[src/rtl/vram_arbiter_if.sv]
// One requester port of the VRAM arbiter: request fields from the master,
// read data and active-low acknowledge back from the arbiter.
interface vram_arbiter_if #(
  parameter int unsigned ADDR_W = 15,
  parameter int unsigned DATA_W = 16
);
  logic              sel;
  logic [ADDR_W-1:0] addr;
  logic              we;
  logic              ub_n;
  logic              lb_n;
  logic [DATA_W-1:0] di;
  logic [DATA_W-1:0] dout;
  logic              dtack_n;

  modport master (output sel, addr, we, ub_n, lb_n, di, input dout, dtack_n);
  modport slave  (input sel, addr, we, ub_n, lb_n, di, output dout, dtack_n);
endinterface

[src/rtl/vram_arbiter.sv]
// Shares the byte-lane VRAM block RAM between the VDP and CPU/DMA ports and
// sequences each access: IDLE -> GRANT -> WAIT -> ACK -> RELEASE.
module vram_arbiter #(
  parameter int unsigned ADDR_W     = 15,
  parameter int unsigned DATA_W     = 16,
  parameter int unsigned RAM_LAT    = 1,
  parameter int unsigned MAX_STREAK = 4
) (
  input  logic              clk,
  input  logic              rst,
  vram_arbiter_if.slave     vdp,
  vram_arbiter_if.slave     cpu,
  output logic [ADDR_W-1:0] ram_addr,
  output logic              ram_en_hi,
  output logic              ram_en_lo,
  output logic              ram_we,
  output logic [DATA_W-1:0] ram_di,
  input  logic [DATA_W-1:0] ram_do,
  output logic              busy
);
  localparam int unsigned HalfW     = DATA_W / 2;
  localparam logic [3:0]  StreakMax = 4'(MAX_STREAK);
  localparam logic [1:0]  WaitInit  = 2'(RAM_LAT > 1 ? RAM_LAT - 2 : 0);

  typedef enum logic [2:0] {StIdle, StGrant, StWait, StAck, StRelease} state_e;

  state_e            state_q;
  logic              own_cpu_q;
  logic              we_q;
  logic              ub_n_q;
  logic              lb_n_q;
  logic              acked_q;
  logic [1:0]        wait_q;
  logic [3:0]        streak_q;

  logic              cpu_wins;
  logic              own_sel;
  logic [ADDR_W-1:0] w_addr;
  logic [DATA_W-1:0] w_di;
  logic              w_we;
  logic              w_ub_n;
  logic              w_lb_n;
  logic [DATA_W-1:0] rd_data;

  // The CPU only overtakes a pending VDP request once the VDP has used its streak.
  assign cpu_wins = cpu.sel && (!vdp.sel || streak_q == StreakMax);
  assign own_sel  = own_cpu_q ? cpu.sel : vdp.sel;
  assign w_addr   = cpu_wins ? cpu.addr : vdp.addr;
  assign w_di     = cpu_wins ? cpu.di   : vdp.di;
  assign w_we     = cpu_wins ? cpu.we   : vdp.we;
  assign w_ub_n   = cpu_wins ? cpu.ub_n : vdp.ub_n;
  assign w_lb_n   = cpu_wins ? cpu.lb_n : vdp.lb_n;

  assign rd_data[DATA_W-1:HalfW] = ub_n_q ? '0 : ram_do[DATA_W-1:HalfW];
  assign rd_data[HalfW-1:0]      = lb_n_q ? '0 : ram_do[HalfW-1:0];

  assign busy = (state_q != StIdle);

  always_ff @(posedge clk) begin
    if (rst) begin
      state_q     <= StIdle;
      own_cpu_q   <= 1'b0;
      we_q        <= 1'b0;
      ub_n_q      <= 1'b1;
      lb_n_q      <= 1'b1;
      acked_q     <= 1'b0;
      wait_q      <= '0;
      streak_q    <= '0;
      ram_addr    <= '0;
      ram_di      <= '0;
      ram_en_hi   <= 1'b0;
      ram_en_lo   <= 1'b0;
      ram_we      <= 1'b0;
      vdp.dtack_n <= 1'b1;
      cpu.dtack_n <= 1'b1;
      vdp.dout    <= '0;
      cpu.dout    <= '0;
    end else begin
      unique case (state_q)
        StIdle: begin
          if (vdp.sel || cpu.sel) begin
            state_q   <= StGrant;
            own_cpu_q <= cpu_wins;
            we_q      <= w_we;
            ub_n_q    <= w_ub_n;
            lb_n_q    <= w_lb_n;
            ram_addr  <= w_addr;
            ram_di    <= w_di;
            ram_en_hi <= !w_ub_n;
            ram_en_lo <= !w_lb_n;
            ram_we    <= w_we;
            if (cpu_wins || !cpu.sel) begin
              streak_q <= '0;
            end else if (streak_q != StreakMax) begin
              streak_q <= streak_q + 4'd1;
            end
          end
        end
        StGrant: begin
          ram_en_hi <= 1'b0;
          ram_en_lo <= 1'b0;
          ram_we    <= 1'b0;
          wait_q    <= WaitInit;
          if (RAM_LAT > 1) begin
            state_q <= StWait;
          end else begin
            state_q <= StAck;
          end
        end
        StWait: begin
          if (wait_q == '0) begin
            state_q <= StAck;
          end else begin
            wait_q <= wait_q - 2'd1;
          end
        end
        StAck: begin
          // First ACK cycle lets the RAM output settle; data is captured as DTACK falls.
          if (!acked_q) begin
            acked_q <= 1'b1;
            if (own_cpu_q) begin
              cpu.dtack_n <= 1'b0;
              if (!we_q) cpu.dout <= rd_data;
            end else begin
              vdp.dtack_n <= 1'b0;
              if (!we_q) vdp.dout <= rd_data;
            end
          end else if (!own_sel) begin
            acked_q     <= 1'b0;
            vdp.dtack_n <= 1'b1;
            cpu.dtack_n <= 1'b1;
            state_q     <= StRelease;
          end
        end
        StRelease: state_q <= StIdle;
        default:   state_q <= StIdle;
      endcase
    end
  end
endmodule

[src/flat_wrapper.sv]
// flat-port wrapper written by rule: the top's interface ports become plain ports
module vram_arbiter_flat 
#(
  parameter int unsigned ADDR_W     = 15,
  parameter int unsigned DATA_W     = 16,
  parameter int unsigned RAM_LAT    = 1,
  parameter int unsigned MAX_STREAK = 4
)
  (clk, rst, ram_addr, ram_en_hi, ram_en_lo, ram_we, ram_di, ram_do, busy, vdp_sel, vdp_addr, vdp_we, vdp_ub_n, vdp_lb_n, vdp_di, vdp_dout, vdp_dtack_n, cpu_sel, cpu_addr, cpu_we, cpu_ub_n, cpu_lb_n, cpu_di, cpu_dout, cpu_dtack_n);
  vram_arbiter_if #(.ADDR_W(ADDR_W), .DATA_W(DATA_W)) vdp_i ();
  vram_arbiter_if #(.ADDR_W(ADDR_W), .DATA_W(DATA_W)) cpu_i ();
  input  logic clk;
  input  logic rst;
  output logic [ADDR_W-1:0] ram_addr;
  output logic ram_en_hi;
  output logic ram_en_lo;
  output logic ram_we;
  output logic [DATA_W-1:0] ram_di;
  input  logic [DATA_W-1:0] ram_do;
  output logic busy;
  input wire logic [$bits(vdp_i.sel)-1:0] vdp_sel;
  input wire logic [$bits(vdp_i.addr)-1:0] vdp_addr;
  input wire logic [$bits(vdp_i.we)-1:0] vdp_we;
  input wire logic [$bits(vdp_i.ub_n)-1:0] vdp_ub_n;
  input wire logic [$bits(vdp_i.lb_n)-1:0] vdp_lb_n;
  input wire logic [$bits(vdp_i.di)-1:0] vdp_di;
  output wire logic [$bits(vdp_i.dout)-1:0] vdp_dout;
  output wire logic [$bits(vdp_i.dtack_n)-1:0] vdp_dtack_n;
  input wire logic [$bits(cpu_i.sel)-1:0] cpu_sel;
  input wire logic [$bits(cpu_i.addr)-1:0] cpu_addr;
  input wire logic [$bits(cpu_i.we)-1:0] cpu_we;
  input wire logic [$bits(cpu_i.ub_n)-1:0] cpu_ub_n;
  input wire logic [$bits(cpu_i.lb_n)-1:0] cpu_lb_n;
  input wire logic [$bits(cpu_i.di)-1:0] cpu_di;
  output wire logic [$bits(cpu_i.dout)-1:0] cpu_dout;
  output wire logic [$bits(cpu_i.dtack_n)-1:0] cpu_dtack_n;
  assign vdp_i.sel = vdp_sel;
  assign vdp_i.addr = vdp_addr;
  assign vdp_i.we = vdp_we;
  assign vdp_i.ub_n = vdp_ub_n;
  assign vdp_i.lb_n = vdp_lb_n;
  assign vdp_i.di = vdp_di;
  assign vdp_dout = vdp_i.dout;
  assign vdp_dtack_n = vdp_i.dtack_n;
  assign cpu_i.sel = cpu_sel;
  assign cpu_i.addr = cpu_addr;
  assign cpu_i.we = cpu_we;
  assign cpu_i.ub_n = cpu_ub_n;
  assign cpu_i.lb_n = cpu_lb_n;
  assign cpu_i.di = cpu_di;
  assign cpu_dout = cpu_i.dout;
  assign cpu_dtack_n = cpu_i.dtack_n;
  vram_arbiter #(.ADDR_W(ADDR_W), .DATA_W(DATA_W), .RAM_LAT(RAM_LAT), .MAX_STREAK(MAX_STREAK)) u_core (.clk(clk), .rst(rst), .vdp(vdp_i), .cpu(cpu_i), .ram_addr(ram_addr), .ram_en_hi(ram_en_hi), .ram_en_lo(ram_en_lo), .ram_we(ram_we), .ram_di(ram_di), .ram_do(ram_do), .busy(busy));
endmodule
[config.mk]
export PLATFORM = sky130hd
export DESIGN_NAME = vram_arbiter_flat
export DESIGN_NICKNAME = d
export VERILOG_FILES = /design/src/rtl/vram_arbiter_if.sv /design/src/rtl/vram_arbiter.sv /design/src/flat_wrapper.sv
export SDC_FILE = /design/constraint.sdc
export NUM_CORES = 1
export LEC_CHECK = 0
export BUFFER_PORTS_ARGS = -buffer_cell sky130_fd_sc_hd__buf_2
export CORE_MARGIN = 4
export CORE_UTILIZATION = 51
export CTS_CLUSTER_DIAMETER = 60
export DETAILED_ROUTE_END_ITERATION = 8
export PLACE_DENSITY = 0.88
export SLEW_MARGIN = 30
export SYNTH_ARGS = -nofsm -noshare
export SYNTH_HDL_FRONTEND = slang
export SYNTH_SLANG_ARGS = --single-unit
[constraint.sdc]
create_clock -name clk -period 2.42 [get_ports clk]
set_clock_uncertainty 0.05 [all_clocks]
set_input_delay 0.484 -clock clk [delete_from_list [all_inputs] [get_ports clk]]
set_output_delay 0.484 -clock clk [all_outputs]
set_load 0.01 [all_outputs]
======== Word-level counts from Yosys, hierarchy flattened ========
Index checks and enable logic that the tools add are counted.
storage, ports and cells
  flip-flop bits (word level) ............. 82
  logic and storage cells ................. 88
cells by class
  $add $sub $neg .......................... 2
  equal/unequal tests ..................... 12
  multiplexer cells ....................... 30
  bitwise logic cells ..................... 3
  reductions and logical operators ........ 24
operators with widths
  kind                                                                     count
  16-bit 2-to-1 mux                                                        1
  8-bit 2-to-1 mux                                                         2
  15-bit 2-to-1 mux                                                        1
  1-bit 2-to-1 mux                                                         14
  3-bit 2-to-1 mux                                                         4
  3-bit case mux with 4 select lines                                       1
  4-bit AND reduction                                                      3
  3-bit AND reduction                                                      3
  4-bit 2-to-1 mux                                                         2
  2-bit inequality test, second input constant                             4
  2-bit nonzero test                                                       4
  3-bit by 2-bit equality test with 1-bit output, second input constant    2
  2-bit by 1-bit inequality test with 1-bit output, second input constant  3
  1-bit case mux with 2 select lines                                       3
  2-bit AND reduction                                                      3
  4-bit by 1-bit adder with 4-bit output, second input constant            1
  4-bit by 3-bit equality test with 1-bit output, second input constant    1
  1-bit zero test                                                          4
  4-bit by 3-bit inequality test with 1-bit output, second input constant  1
  2-bit case mux with 2 select lines                                       1
  3-bit by 1-bit equality test with 1-bit output, second input constant    1
  3-bit zero test                                                          1
  1-bit logical OR                                                         3
  1-bit inverter                                                           3
  other kinds (5)                                                          5

======== Logic depth before layout (Yosys ltp) ========
Gate-level depths: netlist (run 1).
  depth in word-level cells ............... 7
  depth in mapped cells ................... 8
  depth with buffers taken out ............ 6

======== Worst setup path before layout (run 1) ========
Ideal clock, no wire load.
  path type ............................... input port to flip-flop
  start ................................... input cpu_sel
  end ..................................... register u_core.lb_n_q
  data arrival time ....................... 1,511 ps
  data required time ...................... 2,256 ps
  setup slack ............................. 745 ps
  stages .................................. 5
  buffers on the path ..................... 2
  path through ............................ clkbuf_1 > a21bo_2 > buf_4 > a211o_1 > a21o_1
on the way
  longest elaborated chain between the ends .. 2
  elaborated cells between the ends (all ways) .. 4
  classes of those cells .................. mux (1); reduce/logical (3)
RTL lines
  element                                                         line                                    source
  start: declaration                                              flat_wrapper.sv:29                      input wire logic [$bits(cpu_i.sel)-1:0] cpu_sel;
  1-bit logical AND / 1-bit logical OR (equally long branches)    vram_arbiter.sv:46, vram_arbiter.sv:81
  1-bit 2-to-1 mux / 2-bit AND reduction (equally long branches)  n/a
  end signal: assignment                                          vram_arbiter.sv:86                      lb_n_q <= w_lb_n;
  end: declaration                                                vram_arbiter.sv:31                      logic lb_n_q;
Several ways; a longest one is shown, not always the timed one.
A chain may end at the register's enable or synchronous reset.

======== Worst setup path in the final report (run 1) ========
  start ................................... register u_core.streak_q[0]
  end ..................................... register u_core.we_q
on the way
  longest elaborated chain between the ends .. 4
RTL lines
  element                                         line                source
  start: declaration                              vram_arbiter.sv:34  logic [3:0] streak_q;
  start signal: assignment                        vram_arbiter.sv:95  streak_q <= streak_q + 4'd1;
  4-bit by 3-bit equality test with 1-bit output  vram_arbiter.sv:46  assign cpu_wins = cpu.sel && (!vdp.sel || streak_q == StreakMax);
  1-bit logical OR                                vram_arbiter.sv:46
  1-bit logical AND                               vram_arbiter.sv:46
  1-bit 2-to-1 mux                                vram_arbiter.sv:50  assign w_we = cpu_wins ? cpu.we : vdp.we;
  end signal: assignment                          vram_arbiter.sv:84  we_q <= w_we;
  end: declaration                                vram_arbiter.sv:29  logic we_q;
No other way between the ends.

==> flow_metrics.py, run 1 <==
metrics = {
    "timing": {
        "worstMarginPinSlew_ns": 0.8062,
        "maxSlewViolCount": 0,
        "max_freq_mhz": 493.0,
        "rsz0062_at_grt": "no",
        "fin_crit_ns": 2.029,
        "setup_viol": 0,
        "slew_headroom": 0.4589,
        "timing.final.crit_share": 0.8382,
        "hold_violations": 0,
        "timing.hold.ws_ns": 0.3526,
        "setup_ws_ns": 0.3915,
        "setup_tns_ns": 0,
    },
    "critical_path": {
        "critPathLaunchType": "flip-flop",
        "r2r_cells": 6,
        "r2r_end": "u_core.we_q",
        "arrival_ns": 2.17,
        "critPathRequiredTime_ns": 2.57,
        "cp_max_fo": 34,
        "critPathLaunch": "u_core.streak_q[0]",
        "critPathKind": "reg -> reg",
        "critPathCaptureType": "flip-flop",
        "critPathCapture": "u_core.we_q",
        "rr_startpoint": "u_core.streak_q[0]",
        "rrSetupSlack_ns": 0.39,
    },
    "routing": {
        "drc": 0,
        "first_iter_violations": 149,
        "drt_wl_total_mm": 9.431,
        "vias": 3549,
        "firstDrtPassIters": 4,
        "vias_per_cell": 5.297,
        "wl_per_cell_um": 14.08,
        "ant_nets": 0,
    },
    "floorplanning": {
        "io_pins": 157,
        "core_sq_mm": 0.006756,
        "die_area_sq_mm": 0.008335,
        "rows": 30,
        "initial_core_util": 0.5237,
        "fp.dieH_um": 91.30,
        "fp.dieW_um": 91.30,
    },
    "final_layout": {
        "antenna_cells": 0,
        "design_area_sq_mm": 0.004486,
        "area_growth_syn_to_layout_pct": 26.77,
        "drive_gt1_frac": 0.3153,
        "fin_cells": 670,
        "nets": 677,
    },
    "clock_tree": {
        "ctsHoldBuffers": 0,
        "cts_resized": 0,
        "cts_root_buffer": "clkbuf_8",
        "clockBufferDepth": 2,
        "cts_tree": "done",
        "htree_levels": 3,
        "cts_setup_buffers": 0,
        "cts.reportedPaths.clkPinSlew_ns": 0.08,
        "numClockSinks": 82,
        "numCtsBuffers": 9,
        "clk_latency_ns": 0.33,
    },
    "yosys": {
        "synth_common_cells": "nand2_1 (137), dfxtp_1 (82), a21oi_1 (43)",
        "yosysWarnings": 0,
        "syn-num-nets": 539,
        "syn_area_sq_mm": 0.003538,
        "ys_seq_elements": 82,
        "synthFlopType": "dfxtp_1",
        "synth-seq-area-share": 0.4639,
        "synth_cell_type_count": 43,
        "yosysMostFrequentCell": "nand2_1",
        "async_flop_share": 0,
        "synthTopCellsByArea": "dfxtp_1 (46%), nand2_1 (15%), a311oi_1 (7.7%), a21oi_1 (6.1%), nor2_1 (4.2%)",
        "synth_edf_count": 0,
        "syn_inst": 448,
        "syn_avg_cell_area_sq_um": 7.898,
        "synth_top_area_share": 0.4639,
        "yosysTopAreaCell": "dfxtp_1",
    },
    "power_and_ir_drop": {
        "ir_drop_v": 0.0003220,
        "power.density_mw_per_mm2": 647.3,
        "power_leakage_nw": 2.001,
    },
    "global_route": {
        "grt_max_degree": 49,
        "grt_pass1_vias": 3407,
        "grt_overflow_total": 0,
        "grt_pass1_wl_mm": 15.53,
        "grt.total_usage": 0.2280,
        "antenna_found_initial": 0,
    },
    "place": {
        "hpwl_mm": 6.916,
        "io_buffers": 156,
        "dpl_cell_area_sq_mm": 0.004282,
        "dp.cells": 655,
        "place.gp.congestion": 0.8491,
        "dpl_worst_slack_ns": 0.4069,
    },
    "flow_run": {
        "maxCapViolations": 0,
    },
    "worst_hold_path": {
        "hp-class": "in -> reg",
    },
    "outcome": {
        "outcome": "finished clean",
    },
}
-- where the power goes --
group	switching, mW	internal (mW)
combinational	0.242	0.185
clock	0.447	0.555
sequential	0.0562	1.42
total	0.745	2.16
-- per-layer routing --
metal	GRT usage	part of all wire	vias up
met5	0	0	-
met4	0.07663	0.0069	0
met3	0.07374	0.098	7
met2	0.3942	0.50	142
met1	0.2651	0.40	1617
li1	-	-	1783
-- kinds of logic (layout without fill, tap and decap cells) --
group / Yosys count / in the layout / synth area share
AO/OA/AOI/OAI: 94 / 94 / 0.1789
adder cells (fa/ha/maj): 3 / 3 / 0.01061
buffers and inverters: 45 / 187 / 0.06329
flip-flops: 82 / 82 / 0.4639
multiplexers: 2 / 2 / 0.005658
AND/OR/NAND/NOR: 222 / 222 / 0.2776
-- per-stage QoR --
step / total power, mW / utilization
final: 2.903 / 0.6639
after CTS: 2.934 / 0.6639
after global placement: 1.917 / 0.6337
after floorplan: 1.763 / -
after global routing: 3.049 / 0.6639
after detailed placement: 1.932 / 0.6337
-- sequential cells by signal (all words and copies together), names as in the netlist, 2 cells and up --
signal and cells:
u_core.cpu.dout 16, u_core.state_q 3, u_core.ram_addr 15, u_core.wait_q 2
u_core.streak_q 4, u_core.vdp.dout 16, u_core.ram_di 16
-- critical path: stages, from the launching register on --
cell      delay [ns]
dfxtp_1         0.38
inv_1           0.08
ha_1            0.19
nand3b_1        0.17
a21bo_2         0.60
mux2i_1         0.31
a211oi_1        0.10
-- layout by cell type, fill, tap and decap left out, types with 2 or more instances in the layout --
| cell | count |
|---|---|
| a211o_1 | 2 |
| a211oi_1 | 2 |
| a21o_1 | 2 |
| a21oi_1 | 43 |
| a311oi_1 | 31 |
| a31oi_1 | 2 |
| buf_2 | 156 |
| buf_4 | 7 |
| clkbuf_8 | 12 |
| dfxtp_1 | 82 |
| ha_1 | 3 |
| inv_1 | 8 |
| mux2i_1 | 2 |
| nand2_1 | 137 |
| nand2b_1 | 5 |
| nand3_1 | 7 |
| nor2_1 | 40 |
| nor2b_1 | 16 |
| nor3_1 | 4 |
| nor4_1 | 3 |
| o21ai_0 | 4 |
-- worst min path at each step --
stage	from	endpoint	slack, ns	cells after the start
floorplan	u_core.streak_q[1]	u_core.streak_q[1]	0.41	2
detailed placement	u_core.vdp.dout[5]	u_core.vdp.dout[5]	0.39	2
CTS	cpu_addr[3]	u_core.ram_addr[3]	0.34	3
global placement	u_core.vdp.dout[15]	u_core.vdp.dout[15]	0.39	2
global route	cpu_addr[1]	u_core.ram_addr[1]	0.35	3
finish	cpu_di[13]	u_core.ram_di[13]	0.35	3
-- layout make-up --
cell class / count / area [sq um]
multi-input cells: 321 / 1673
clock buffers: 13 / 168.9
inverters: 9 / 33.78
fillers: 562 / 2271
clock inverters: 2 / 35.03
flip-flops and latches: 82 / 1642
well taps: 80 / 100.1
repair buffers: 163 / 833.3
Note: power is estimated with default switching activity, not from simulation.
==> inputs of run 2 (changes only) <==
CORE_UTILIZATION = 43   (was 51)
PLACE_DENSITY = 0.8   (was 0.88)
clock period = 1.79 ns   (was 2.42 ns; I/O delays follow)
==> run 2 against run 1 <==
Effect of this change:
- wire length up 7.3%
- register-to-register slack worse by 0.31 ns
- non-clock buffer count up 17
- clock-buffer cell count down 3
- worst hold slack worse by 0.14 ns
- maximum frequency up 18%
==> flow_metrics.py, run 2 (synthesis gave the netlist of run 1 again) <==
metrics = {
    "global_route": {
        "grt_pass1_vias": 3425,
        "antenna_found_initial": 1,
        "grt_pass1_wl_mm": 15.68,
        "grt_max_degree": 45,
        "grt.total_usage": 0.1942,
        "grt_overflow_total": 0,
    },
    "outcome": {
        "outcome": "finished clean",
    },
    "timing": {
        "timing.hold.ws_ns": 0.2173,
        "timing.final.crit_share": 0.9566,
        "fin_crit_ns": 1.712,
        "worstMarginPinSlew_ns": 0.5151,
        "slew_headroom": 0.6566,
        "max_freq_mhz": 584.0,
        "setup_ws_ns": 0.07770,
        "setup_viol": 0,
        "maxSlewViolCount": 0,
        "hold_violations": 0,
        "setup_tns_ns": 0,
    },
    "power_and_ir_drop": {
        "ir_drop_v": 0.0003807,
        "power.density_mw_per_mm2": 833.3,
        "finalPower_mw": 4.005,
        "power_leakage_nw": 2.138,
    },
    "worst_hold_path": {
        "min_path_cells": 3,
        "worstHoldStart": "cpu_di[14]",
        "hp-class": "in -> reg",
        "hold_end": "u_core.ram_di[14]",
    },
    "place": {
        "hpwl_mm": 7.113,
        "dp.cells": 683,
        "io_buffers": 156,
        "dpl_worst_slack_ns": -0.02292,
        "place.gp.congestion": 0.8129,
        "dpl_cell_area_sq_mm": 0.004404,
    },
    "critical_path": {
        "cp_num_buf_inv": 3,
        "max_stage_delay_ns": 0.34,
        "critPathRequiredTime_ns": 1.98,
        "rrSetupSlack_ns": 0.08,
        "arrival_ns": 1.91,
        "cp_common_cell": "buf_12",
        "rr_startpoint": "u_core.streak_q[0]",
        "cp_slowest_cell": "dfxtp_2",
        "cp_max_fo": 8,
        "critPathCaptureType": "flip-flop",
        "crit_family": "compound AO/OA/AOI/OAI gates",
        "critPathLaunchType": "flip-flop",
        "r2r_end": "u_core.ram_di[0]",
        "cp_cell_sequence": "inv_2 -> ha_4 -> nand3b_1 -> a21boi_4 -> buf_12 -> buf_12 -> nand2_1 -> a311oi_1",
        "r2r_cells": 8,
        "critPathKind": "reg -> reg",
    },
    "final_layout": {
        "final_common_cell": "buf_2",
        "reg.largest.list": "u_core.cpu.dout (16), u_core.ram_di (16), u_core.vdp.dout (16)",
        "drive_gt1_frac": 0.3586,
        "fin_util": 0.6124,
        "nets": 694,
        "area_growth_syn_to_layout_pct": 35.82,
        "fin_cells": 710,
        "design_area_sq_mm": 0.004806,
        "antenna_cells": 0,
        "mostFrequentLayoutCells": "buf_2 (156), nand2_1 (134), dfxtp_1 (80), a21oi_1 (43), nor2_1 (40)",
    },
    "routing": {
        "wl_per_cell_um": 14.25,
        "first_iter_violations": 116,
        "vias_per_cell": 5.079,
        "ant_nets": 0,
        "firstDrtPassIters": 5,
        "drt_wl_total_mm": 10.12,
        "drc": 0,
        "vias": 3606,
    },
    "floorplanning": {
        "initial_core_util": 0.4509,
        "fp.dieH_um": 98.71,
        "core_sq_mm": 0.007848,
        "rows": 32,
        "die_area_sq_mm": 0.009744,
        "io_pins": 157,
        "fp.dieW_um": 98.71,
    },
    "clock_tree": {
        "numClockSinks": 82,
        "cts_tree": "done",
        "htree_levels": 3,
        "cts_root_buffer": "clkbuf_8",
        "clk_latency_ns": 0.34,
        "cts.reportedPaths.clkPinSlew_ns": 0.09,
        "clockBufferDepth": 2,
        "ctsHoldBuffers": 0,
        "numCtsBuffers": 9,
    },
    "flow_run": {
        "maxCapViolations": 0,
    },
}
-- run 2: cell count changes in the layout (fill, tap and decap cells not counted), moves of 3 or more --
cell      previous run  this run
a311oi_1            31        28
a311oi_2             0         3
buf_12               0         5
buf_4                7        16
clkinv_4             0         3
nand2_1            137       134
nand2_2              0         3
-- run 2: worst reg2reg max path, stage by stage, from the launching register on --
cell	delay, ns
dfxtp_2	0.34
inv_2	0.07
ha_4	0.11
nand3b_1	0.22
a21boi_4	0.24
buf_12	0.15
buf_12	0.13
nand2_1	0.06
a311oi_1	0.26
-- run 2: final cells by class --
| class | instances | area, sq um |
|---|---|---|
| clock buffer | 10 | 137.6 |
| clock inverter | 6 | 66.31 |
| fill | 695 | 3042 |
| inverter | 9 | 33.78 |
| multi-input combinational | 321 | 1734 |
| sequential | 82 | 1644 |
| tap | 102 | 127.6 |
| timing repair buffer | 180 | 1062 |
-- run 2: per-layer routing --
layer | wire length [um] | up-vias | GRT usage | part of all wire
li1 | - | 1820 | - | -
met1 | 4124 | 1622 | 0.2441 | 0.41
met2 | 4897 | 154 | 0.3167 | 0.48
met3 | 968 | 8 | 0.05803 | 0.096
met4 | 113 | 2 | 0.06933 | 0.011
met5 | 12 | - | 0 | 0.0012
-- run 2: worst max path at each step --
stage                                   from            endpoint  slack [ns]  cells after the start
after floorplan           u_core.streak_q[0]       u_core.lb_n_q        0.16                      7
after global placement     u_core.state_q[2]       u_core.lb_n_q        0.07                      4
after detailed placement  u_core.streak_q[0]  u_core.ram_addr[9]       -0.02                      7
after CTS                 u_core.streak_q[0]  u_core.ram_addr[9]        0.02                      7
after global routing      u_core.streak_q[0]    u_core.ram_di[0]       -0.02                      8
final                     u_core.streak_q[0]    u_core.ram_di[0]        0.08                      8
-- run 2: timing repair --
item / in CTS / in global routing
pin swaps: 0 / 7
endpoints found under the setup margin: 4 / 52
setup buffers: 0 / 8
gates resized for setup: 1 / 15
cloned: 0 / 3
-- run 2: report_power, final --
group / switching [mW] / leakage, nW / internal (mW)
logic: 0.361 / 1.36 / 0.310
clock network: 0.661 / 0.106 / 0.685
registers: 0.0688 / 0.670 / 1.92
